File: config.mk
export PLATFORM = sky130hd
export DESIGN_NAME = vc_pop_arbiter
export DESIGN_NICKNAME = d
export VERILOG_FILES = /design/src/rtl/vc_pop_arbiter.sv
export SDC_FILE = /design/constraint.sdc
export NUM_CORES = 1
export LEC_CHECK = 0
export ABC_CLOCK_PERIOD_IN_PS = 3570
export CAP_MARGIN = 5
export CORE_ASPECT_RATIO = 1.5
export CORE_MARGIN = 1.5
export CORE_UTILIZATION = 30
export CTS_CLUSTER_DIAMETER = 80
export CTS_CLUSTER_SIZE = 28
export DETAILED_ROUTE_END_ITERATION = 6
export GPL_TIMING_DRIVEN = 0
export PLACE_DENSITY = 0.53
export SYNTH_ARGS = -nofsm -noshare
export SYNTH_HDL_FRONTEND = slang
export SYNTH_SLANG_ARGS = --single-unit
File: constraint.sdc
create_clock -name clk -period 3.57 [get_ports clk]
set_input_delay 0.714 -clock clk [delete_from_list [all_inputs] [get_ports clk]]
set_output_delay 0.714 -clock clk [all_outputs]
set_load 0.01 [all_outputs]
File: src/rtl/vc_pop_arbiter.sv
// vc_pop_arbiter
// Sits behind the two virtual-channel FIFOs. Each cycle it chooses at most one
// FIFO to pop (VC0 first, with a bounded burst so VC1 cannot starve), captures
// the word returned one cycle later and pushes it into D0 or D1 according to
// one destination bit of the word. New pops stop while either destination is
// almost full; words already popped always complete.
module vc_pop_arbiter #(
  parameter int DATA_SIZE = 6,
  parameter int DEST_BIT  = 4,
  parameter int VC1_BURST = 4
) (
  input  logic                 clk,
  input  logic                 reset,
  input  logic                 fifo_empty_vc0,
  input  logic                 fifo_empty_vc1,
  input  logic [DATA_SIZE-1:0] data_vc0,
  input  logic [DATA_SIZE-1:0] data_vc1,
  input  logic                 pause_d0,
  input  logic                 pause_d1,
  output logic                 pop_vc0,
  output logic                 pop_vc1,
  output logic                 push_d0,
  output logic                 push_d1,
  output logic [DATA_SIZE-1:0] data_d0,
  output logic [DATA_SIZE-1:0] data_d1,
  output logic                 idle,
  output logic [7:0]           cnt_d0,
  output logic [7:0]           cnt_d1
);

  // Width of the starvation counter: must hold the value VC1_BURST.
  localparam int SW = $clog2(VC1_BURST + 1);
  localparam logic [SW-1:0] STARVE_MAX = SW'(VC1_BURST);

  typedef enum logic [1:0] {
    ST_INIT   = 2'd0,
    ST_IDLE   = 2'd1,
    ST_ACTIVE = 2'd2
  } state_t;

  // Control state
  state_t              state_r;
  state_t              state_nxt_s;
  logic [SW-1:0]       starve_cnt_r;
  logic [SW-1:0]       starve_nxt_s;

  // Grant decision for the current cycle
  logic                pop_vc0_s;
  logic                pop_vc1_s;
  logic                pause_s;
  logic                vc1_due_s;

  // One-deep in-flight tracking: the FIFO returns data one cycle after a pop
  logic                inflight_v_r;
  logic                inflight_vc_r;
  logic [DATA_SIZE-1:0] word_s;
  logic                dest_s;

  // Registered destination side
  logic                push_d0_r;
  logic                push_d1_r;
  logic [DATA_SIZE-1:0] data_d0_r;
  logic [DATA_SIZE-1:0] data_d1_r;
  logic [7:0]          cnt_d0_r;
  logic [7:0]          cnt_d1_r;

  // Either destination nearing full stops new pops; in-flight words still land
  // because the destination thresholds reserve room for two more entries.
  assign pause_s = pause_d0 | pause_d1;

  // VC1 has waited the full burst of VC0 grants and still has data.
  assign vc1_due_s = (starve_cnt_r == STARVE_MAX) && !fifo_empty_vc1;

  // Next-state and grant decode; grant rules are the same in IDLE and ACTIVE.
  always_comb begin
    state_nxt_s = state_r;
    pop_vc0_s   = 1'b0;
    pop_vc1_s   = 1'b0;
    case (state_r)
      ST_INIT: begin
        state_nxt_s = ST_IDLE;
      end
      ST_IDLE, ST_ACTIVE: begin
        if (pause_s) begin
          pop_vc0_s = 1'b0;
          pop_vc1_s = 1'b0;
        end else if (!fifo_empty_vc0 && !vc1_due_s) begin
          pop_vc0_s = 1'b1;
        end else if (!fifo_empty_vc1) begin
          pop_vc1_s = 1'b1;
        end else begin
          pop_vc0_s = 1'b0;
          pop_vc1_s = 1'b0;
        end
        if (pop_vc0_s || pop_vc1_s) begin
          state_nxt_s = ST_ACTIVE;
        end else begin
          state_nxt_s = ST_IDLE;
        end
      end
      default: begin
        state_nxt_s = ST_INIT;
      end
    endcase
  end

  // Starvation counter next value: counts VC0 grants taken while VC1 waits.
  always_comb begin
    starve_nxt_s = starve_cnt_r;
    if (fifo_empty_vc1 || pop_vc1_s) begin
      starve_nxt_s = '0;
    end else if (pop_vc0_s && (starve_cnt_r != STARVE_MAX)) begin
      starve_nxt_s = starve_cnt_r + SW'(1);
    end else begin
      starve_nxt_s = starve_cnt_r;
    end
  end

  // State register.
  always_ff @(posedge clk or posedge reset) begin
    if (reset) begin
      state_r <= ST_INIT;
    end else begin
      state_r <= state_nxt_s;
    end
  end

  // Starvation counter register.
  always_ff @(posedge clk or posedge reset) begin
    if (reset) begin
      starve_cnt_r <= '0;
    end else begin
      starve_cnt_r <= starve_nxt_s;
    end
  end

  // Remember which channel was popped so its returned word is picked next cycle.
  always_ff @(posedge clk or posedge reset) begin
    if (reset) begin
      inflight_v_r  <= 1'b0;
      inflight_vc_r <= 1'b0;
    end else begin
      inflight_v_r  <= pop_vc0_s | pop_vc1_s;
      inflight_vc_r <= pop_vc1_s;
    end
  end

  // Word returned by the FIFO popped last cycle and the destination it selects.
  assign word_s = inflight_vc_r ? data_vc1 : data_vc0;
  assign dest_s = word_s[DEST_BIT];

  // Route the returned word into D0 or D1; the unused side holds its data.
  always_ff @(posedge clk or posedge reset) begin
    if (reset) begin
      push_d0_r <= 1'b0;
      push_d1_r <= 1'b0;
      data_d0_r <= '0;
      data_d1_r <= '0;
    end else if (inflight_v_r && !dest_s) begin
      push_d0_r <= 1'b1;
      push_d1_r <= 1'b0;
      data_d0_r <= word_s;
    end else if (inflight_v_r) begin
      push_d0_r <= 1'b0;
      push_d1_r <= 1'b1;
      data_d1_r <= word_s;
    end else begin
      push_d0_r <= 1'b0;
      push_d1_r <= 1'b0;
    end
  end

  // Delivery counters step on the same edge that registers the push; they wrap.
  always_ff @(posedge clk or posedge reset) begin
    if (reset) begin
      cnt_d0_r <= 8'd0;
      cnt_d1_r <= 8'd0;
    end else if (inflight_v_r && !dest_s) begin
      cnt_d0_r <= cnt_d0_r + 8'd1;
    end else if (inflight_v_r) begin
      cnt_d1_r <= cnt_d1_r + 8'd1;
    end else begin
      cnt_d0_r <= cnt_d0_r;
      cnt_d1_r <= cnt_d1_r;
    end
  end

  assign pop_vc0 = pop_vc0_s;
  assign pop_vc1 = pop_vc1_s;
  assign push_d0 = push_d0_r;
  assign push_d1 = push_d1_r;
  assign data_d0 = data_d0_r;
  assign data_d1 = data_d1_r;
  assign cnt_d0  = cnt_d0_r;
  assign cnt_d1  = cnt_d1_r;

  // Quiescent when nothing is queued, nothing is in flight and no push is
  // showing; reported as idle while reset is held as well.
  assign idle = reset |
                (fifo_empty_vc0 & fifo_empty_vc1 & !inflight_v_r &
                 !push_d0_r & !push_d1_r & (state_r != ST_INIT));

endmodule

==> impl_metrics.json, run 1 <==
{
  "outcome": "finished, final reports clean",
  "h-tree-depth": 2,
  "yosysTopAreaCellShare_pct": 54.8,
  "grt_max_degree": 39,
  "combPwrFrac_pct": 36.4,
  "synth_edf_count": 0,
  "period_minus_slack_ns": 3.40,
  "p_per_area_mw_per_mm2": 640,
  "track_usage_pct": 13.2,
  "cp_max_fo": 6,
  "r2r-start": "state_r[0]",
  "die_h_um": 94.9,
  "sw_frac_of_total_pct": 30.6,
  "viasPerCell": 4.74,
  "insertion_delay_ns": 0.28,
  "reg2reg_slack_ns": 1.87,
  "antenna_found_initial": 0,
  "synth_area_leaders": "dfrtp_1 (55%), mux2_2 (11%), ha_1 (4.4%)",
  "regToRegEndpoint": "inflight_vc_r",
  "antenna_left": 0,
  "path_cells": "clkdlybuf4s50_1 > or3b_2 > clkbuf_1 > nor3_1 > clkdlybuf4s50_1",
  "async_flop_share_pct": 100,
  "hold_path.class": "reg2reg",
  "tightest_slew_ns": 0.778,
  "yosys.cell_count.top_type": "dfrtp_1",
  "max_freq_ghz": 0.294,
  "r2r_cells": 5,
  "cts_hold_buf": 0,
  "cts_buffers": 5,
  "ys_ff_latch": 37,
  "hold_end": "cnt_d0[7]",
  "ys_types": 31,
  "yosysWarnings": 0,
  "p_sw_uw": 463,
  "seqPwrFrac_pct": 42.6,
  "seq_area_frac_synth_pct": 54.8,
  "cpMostUsedCell": "clkdlybuf4s50_1",
  "finalHoldViolCount": 0,
  "cts_resized": 0,
  "holdCritStartpoint": "cnt_d0[7]",
  "pre_cts_ws_ns": 0.163,
  "cp-end-kind": "output port",
  "worst_path_max_delay_cell": "clkdlybuf4s50_1",
  "routed_wl_um": 3620,
  "holdWs_ns": 0.477,
  "finClkSkew_ns": 0.00278,
  "port_buffers": 49,
  "grt_pass1_wl_um": 6140,
  "fin_crit_sh_pct": 95.2,
  "drt_pass1_iterations": 4,
  "path_clk_slew_ns": 0.07,
  "cap_violations": 0,
  "cts_tree": "done",
  "dr_total_vias": 1261,
  "synth_ff_type": "dfrtp_1",
  "route.detailed.drc": 0,
  "n_antenna_cell": 0,
  "wl_per_cell_um": 13.6,
  "boundaryPins": 51,
  "synth_nets": 163,
  "die-area_mm2": 0.00610,
  "peakVddDrop_mv": 0.309,
  "maxSlewHeadroom_pct": 48.1,
  "setup_viol_count_final": 0,
  "areaGrowthSynthToFinish_pct": 40.2,
  "syn_inst": 139,
  "final_util_pct": 43.5,
  "netlist_area_mm2": 0.00169,
  "drv_slew": 0,
  "hpwl_um": 2660,
  "max_stage_delay_ns": 0.60,
  "fin_nets": 219,
  "leakage_uw": 0.00102,
  "fin_tns_setup_ns": 0,
  "p_clk_share_pct": 21.0,
  "root_buffer": "clkbuf_8",
  "synth_area_leader_cell": "dfrtp_1",
  "p_int_uw": 1050,
  "critical_path_required_ns": 2.86,
  "hold_depth": 1,
  "cts_buffer_depth": 2,
  "gp_congestion": 0.713,
  "overflow": 0,
  "syn_avg_cell_area_um2": 12.2,
  "ys_top_cells_by_count": "dfrtp_1 (37), mux2_2 (17), inv_1 (9)",
  "grt_pass1_vias": 1301,
  "fin_ws_ns": 0.172,
  "rsz0062_at_grt": "false",
  "drt-initial-drc-count": 51,
  "cp-start-kind": "input port",
  "drive_above_1_share_pct": 17.3,
  "post_cts_buffers": 0,
  "cts.sinks": 37,
  "core_region_area_mm2": 0.00545,
  "die_x_um": 64.3,
  "critical_path_class": "in2out",
  "start_util_pct": 31.0,
  "rows": 33,
  "arrival_ns": 2.68
}
==> kinds of logic after synthesis <==
group | share of synthesized area, %
AND/OR/NAND/NOR | 13.0
multiplexers | 13.0
flip-flops | 54.8
AO/OA/AOI/OAI | 4.00
buffers and inverters | 3.41
adder cells (fa/ha/maj) | 4.44
XOR/XNOR | 7.26
==> routing by layer <==
layer  vias up  GRT usage (%)  share of wire (%)
met5         -              0                  0
met4         0           6.03                1.7
met3         5           4.53                5.6
met2        40           21.6                 52
met1       631           15.5                 41
li1        585              -                  -
==> cells in the final DEF (no fill, tap or decap), drive strengths merged, types with 2 or more instances in the layout <==
cell type / instances
nand4: 2
ha: 6
clkbuf: 9
nor4: 3
nor2: 4
and3: 2
nand3: 6
xor2: 7
xnor2: 7
a21oi: 6
buf: 2
nor3: 8
dfrtp: 37
clkdlybuf4s50: 49
mux2: 18
inv: 9
nand2: 9
==> state kept, by name (all words and copies together) (netlist names) <==
register       flops
cnt_d0             8
cnt_d1             8
data_d0            6
data_d1            6
inflight_v_r       1
inflight_vc_r      1
push_d0            1
push_d1            1
starve_cnt_r       3
state_r            2
==> through the flow <==
stage	instance area, um2	power [uW]	cells
detailed placement	2270	1210	258
floorplan	1690	897	139
global route	2370	1630	266
finish	2370	1520	266
CTS	2370	1540	266
global placement	2270	1190	258
==> worst max-delay path by stage <==
stage	start	endpoint	slack, ns	cells past startpoint
floorplan	reset	idle	1.12	2
global placement	reset	idle	-0.01	4
detailed placement	pause_d1	pop_vc1	0.16	5
CTS	pause_d1	pop_vc1	0.15	5
global route	pause_d1	pop_vc1	0.03	5
finish	pause_d1	pop_vc1	0.17	5
==> area by class of cell <==
cell class                      count  area [um2]
Buffer                              4        23.8
Clock buffer                        7        96.3
Clock inverter                      1        5.00
Fill cell                         575        3080
Inverter                            9        33.8
Multi-Input combinational cell     89         706
Sequential cell                    37         926
Tap cell                           70        87.6
Timing Repair Buffer               49         490
==> worst max-delay path: cells and delay by family <==
kind          cells  cell delay [ns]
simple gates      2             0.77
buf+inv           3             1.21
==> power by group through the flow <==
| stage | combinational [uW] | sequential, uW | clock, uW |
|---|---|---|---|
| after floorplan | 207 | 690 | 0 |
| after global placement | 550 | 644 | 0 |
| after detailed placement | 561 | 654 | 0 |
| after CTS | 563 | 646 | 332 |
| after global routing | 607 | 663 | 356 |
| final | 552 | 645 | 318 |
Power figures use the tool's default switching activity.
==> inputs of run 2 (changes only) <==
ABC_CLOCK_PERIOD_IN_PS = unset   (was 3570)
==> results of run 2 <==
Final layout, timing and power as in run 1 (identical DEF).
